$ cat src/rtl/piso_serializer.sv
// Parallel-in, serial-out transmitter with valid/ready load and framing strobes.
// Words stream back-to-back with no idle cycles when upstream keeps din_valid high.
module piso_serializer #(
    parameter int WIDTH     = 8,
    parameter bit MSB_FIRST = 1'b1
) (
    input  logic             clk,
    input  logic             rst,
    input  logic [WIDTH-1:0] din,
    input  logic             din_valid,
    output logic             din_ready,
    output logic             dout,
    output logic             dout_valid,
    output logic             dout_first,
    output logic             dout_last,
    output logic             busy
);

    localparam int CW = $clog2(WIDTH);
    localparam logic [CW-1:0] LAST = CW'(WIDTH - 1);

    typedef enum logic {IDLE, SHIFT} state_t;

    state_t           state;
    logic [WIDTH-1:0] sreg;
    logic [CW-1:0]    cnt;
    logic [CW-1:0]    cnt_inc;
    logic [WIDTH-1:0] shifted;
    logic             accept;

    function automatic logic head(input logic [WIDTH-1:0] w);
        return MSB_FIRST ? w[WIDTH-1] : w[0];
    endfunction

    // Ready in the last-bit cycle lets the next word follow without a gap.
    assign din_ready = (state == IDLE) || (state == SHIFT && cnt == LAST);
    assign accept    = din_valid && din_ready;
    assign busy      = dout_valid;
    assign cnt_inc   = cnt + 1'b1;
    assign shifted   = MSB_FIRST ? {sreg[WIDTH-2:0], 1'b0}
                                 : {1'b0, sreg[WIDTH-1:1]};

    always_ff @(posedge clk) begin
        if (rst) begin
            state      <= IDLE;
            sreg       <= '0;
            cnt        <= '0;
            dout       <= 1'b0;
            dout_valid <= 1'b0;
            dout_first <= 1'b0;
            dout_last  <= 1'b0;
        end else if (accept) begin
            state      <= SHIFT;
            sreg       <= din;
            cnt        <= '0;
            dout       <= head(din);
            dout_valid <= 1'b1;
            dout_first <= 1'b1;
            dout_last  <= 1'b0;
        end else if (state == SHIFT && cnt != LAST) begin
            cnt        <= cnt_inc;
            sreg       <= shifted;
            dout       <= head(shifted);
            dout_first <= 1'b0;
            dout_last  <= (cnt_inc == LAST);
        end else begin
            state      <= IDLE;
            cnt        <= '0;
            dout       <= 1'b0;
            dout_valid <= 1'b0;
            dout_first <= 1'b0;
            dout_last  <= 1'b0;
        end
    end

endmodule

$ cat config.mk
export PLATFORM = sky130hd
export DESIGN_NAME = piso_serializer
export DESIGN_NICKNAME = d
export VERILOG_FILES = /design/src/rtl/piso_serializer.sv
export SDC_FILE = /design/constraint.sdc
export NUM_CORES = 1
export LEC_CHECK = 0
export CAP_MARGIN = 10
export CORE_UTILIZATION = 45
export DETAILED_ROUTE_END_ITERATION = 7
export HOLD_SLACK_MARGIN = 0.08
export PLACE_DENSITY = 0.75
export REMOVE_ABC_BUFFERS = 1
export SETUP_SLACK_MARGIN = 0.3
export SYNTH_ARGS = -nofsm -noshare
export SYNTH_HDL_FRONTEND = slang
export SYNTH_SLANG_ARGS = --single-unit
$ cat constraint.sdc
create_clock -name clk -period 2 [get_ports clk]
set_input_delay 0.6 -clock clk [delete_from_list [all_inputs] [get_ports clk]]
set_output_delay 0.6 -clock clk [all_outputs]
set_load 0.02 [all_outputs]
==> flow_summary.toml <==
[power]
ir_drop_v = 0.000389
p_seq_share_pct = 48.7
p_sw_mw = 0.158
p_int_mw = 0.466
swShare_pct = 25.3
comb_power_share_pct = 17.9
clkPwrFrac_pct = 33.4
p_per_area_nw_per_um2 = 700
finalPower_mw = 0.624
p_leak_nw = 0.388

[grt]
globalRouteOverflowTotal = 0
grt_antenna_before_repair = 0
grt_first_pass_wirelength_mm = 1.64
grt_pass1_vias = 405
grt_use_total_pct = 16.9
grt_max_degree = 17

[route]
wl_per_cell_um = 11.1
first_pass_iters = 6
dr_total_vias = 464
met2_length_um = 524
drt_iter0_drc = 6
met1_length_um = 462
top_layer_used = "met4"
drcViolationCount = 0
wl_met3_um = 31
finalWirelength_mm = 1.03
antenna_left = 0
vias_per_cell = 4.99

[worst_setup_path]
cp_data_required_time_ns = 1.40
slowest_delay_ns = 0.35
critPathArrivalTime_ns = 1.25
rr_worst_depth = 8
end_kind = "primary output"
worst_setup_path_start_kind = "register"
crit_slowest_cell = "dfxtp_2"
cp_common_cell = "ha_4"
timing.rr.start = "cnt[1]"
critical_path_class = "register to primary output"
worstSetupEndpoint = "din_ready"
path_cells = "ha_4 > ha_4 > nor2b_4 > inv_4 > buf_6"
r2r-end = "dout_last"
reg2reg_slack_ns = 0.44
path_delay_family = "flip-flops"
cp_num_buf_inv = 2
path_max_fanout = 2
cp-startpoint = "cnt[1]"
crit_cells = 5

[logic_synthesis]
synth_edf_count = 0
synthFlopType = "dfxtp_1"
yosys_warnings = 0
postSynthCellCount = 54
ys_types = 19
syn_area_sq_um = 624
synth_seq_cells = 14
ys_seq_area_share_pct = 44.9
synth.avg_cell_area_sq_um = 11.6
synthArstFlopShare_pct = 0

[status]
outcome = "completed"

[floorplanning]
start_util_pct = 48.0
core-area_sq_um = 1300
die-area_sq_um = 1540
pin_count = 17
die_h_um = 39.3
dieWidth_um = 39.3
rows = 13

[cts]
cts.sinks = 14
clk_pin_slew_worst_paths_ns = 0.09
ctsHoldBuffers = 0
cts_buffers = 3
clock_path_buffers = 2
clock_latency_ns = 0.28
cts_htree_levels = 1
clockRootBuffer = "clkbuf_4"
cts_tree = "done"

[timing]
finalClockSkew_ns = 0.00240
final_max_slew_viol_count = 0
finalCriticalPeriod_ns = 1.85
fmax_ghz = 0.542
hold_viol_final = 0
worst-slew-pin-transition_ns = 0.191
finalSetupViolCount = 0
period_share_pct = 92.3
rsz0062_at_grt = "true"
maxSlewHeadroom_pct = 86.9
fin_tns_setup_ns = 0

[layout]
antenna_cells = 0
finish.utilization_pct = 68.5
n_fill_cell = 112
final_nets = 93
area_growth_pct = 42.7
regArea_sq_um = 283
multi_input_area_sq_um = 328
drive_gt1_share_pct = 37.2

[placement]
gp_congestion = 0.661
dpl.hpwl_um = 753
numPortBuffers = 16

[worst_hold_path]
hp-class = "register to register"

[run]
drv_cap = 0
## cell usage after synthesis (2+ instances only)
cell,n,area (sq um)
buf_4,2,15.0
dfxtp_1,14,280
a211oi_2,6,75.1
nor3_2,2,20.0
ha_1,3,37.5
nor2_1,8,30.0
mux2i_1,7,70.1
## worst min path at each step
stage | startpoint | end | slack (ns) | depth (start not counted)
floorplan | sreg[6] | dout | 0.43 | 2
detailed placement | sreg[6] | dout | 0.45 | 2
global route | sreg[6] | dout | 0.49 | 2
global placement | sreg[6] | dout | 0.44 | 2
finish | sreg[6] | dout | 0.46 | 2
CTS | sreg[6] | dout | 0.46 | 2
## power by group through the flow
stage / clock [mW] / sequential [mW] / combinational, mW
final: 0.208 / 0.304 / 0.112
after global routing: 0.230 / 0.306 / 0.122
after CTS: 0.215 / 0.304 / 0.111
after detailed placement: 0 / 0.309 / 0.111
after global placement: 0 / 0.309 / 0.110
after floorplan: 0 / 0.315 / 0.0472
## worst register-to-register path: stages (launching register included)
cell,delay [ns]
dfxtp_2,0.35
ha_4,0.16
ha_4,0.15
nor2b_4,0.14
inv_4,0.04
buf_4,0.12
buf_4,0.20
nor3b_4,0.21
and2_1,0.14
## area by class of cell
| class | instances | share of cell area (%) |
|---|---|---|
| Tap cell | 15 | 2.11 |
| Clock buffer | 4 | 4.07 |
| Sequential cell | 14 | 31.7 |
| Inverter | 2 | 1.12 |
| Timing Repair Buffer | 24 | 24.2 |
| Multi-Input combinational cell | 34 | 36.8 |
## layout by cell type, fill, tap and decap left out
cell	synthesis	layout
dfxtp_1	14	12
clkdlybuf4s50_1	0	10
nor2_1	8	8
buf_4	2	8
mux2i_1	7	7
a211oi_2	6	6
dlygate4sd2_1	0	5
clkbuf_4	0	3
nor3_2	2	2
ha_4	0	2
dfxtp_2	0	2
nor2b_4	1	1
inv_4	1	1
inv_1	1	1
nor3b_4	1	1
nor3_1	1	1
nand2_1	1	1
nand3_2	1	1
a21oi_1	1	1
nor3b_1	1	1
and2_1	1	1
ha_1	3	1
clkbuf_8	0	1
buf_6	1	1
## per-stage QoR
stage,cell area [sq um],setup WS (ns),cells,hold WS [ns]
final,891,0.155,93,0.458
after global routing,891,0.105,93,0.487
after CTS,883,0.152,92,0.461
after detailed placement,817,-0.00377,87,0.448
after global placement,817,0.0184,87,0.441
after floorplan,593,0.404,50,0.425
## per-layer routing
layer | track usage (%) | vias up
li1 | - | 233
met5 | 0 | -
met2 | 30.4 | 11
met1 | 16.8 | 218
met3 | 5.11 | 2
met4 | 10.3 | 0
## cells by family (layout without fill, tap and decap cells)
| family | Yosys count | count (layout) | synth area share (%) |
|---|---|---|---|
| fa+ha+maj | 3 | 3 | 6.01 |
| simple gates | 17 | 17 | 18.4 |
| compound gates | 7 | 7 | 12.8 |
| flops | 14 | 14 | 44.9 |
| mux | 7 | 7 | 11.2 |
| buf+inv | 6 | 30 | 6.61 |
## flip-flops by register name, indices dropped and copies added (netlist names)
register / cells
sreg: 7
cnt: 3
dout: 1
dout_first: 1
dout_last: 1
state: 1
## timing repair
item / in CTS / in global routing
setup endpoints to repair: 6 / 1
resized for setup: 17 / 0
endpoints found under the hold margin: 0 / 0
setup buffers: 1 / 1
pin swaps: 1 / 2
No activity file was read; power rests on OpenSTA's default activity.
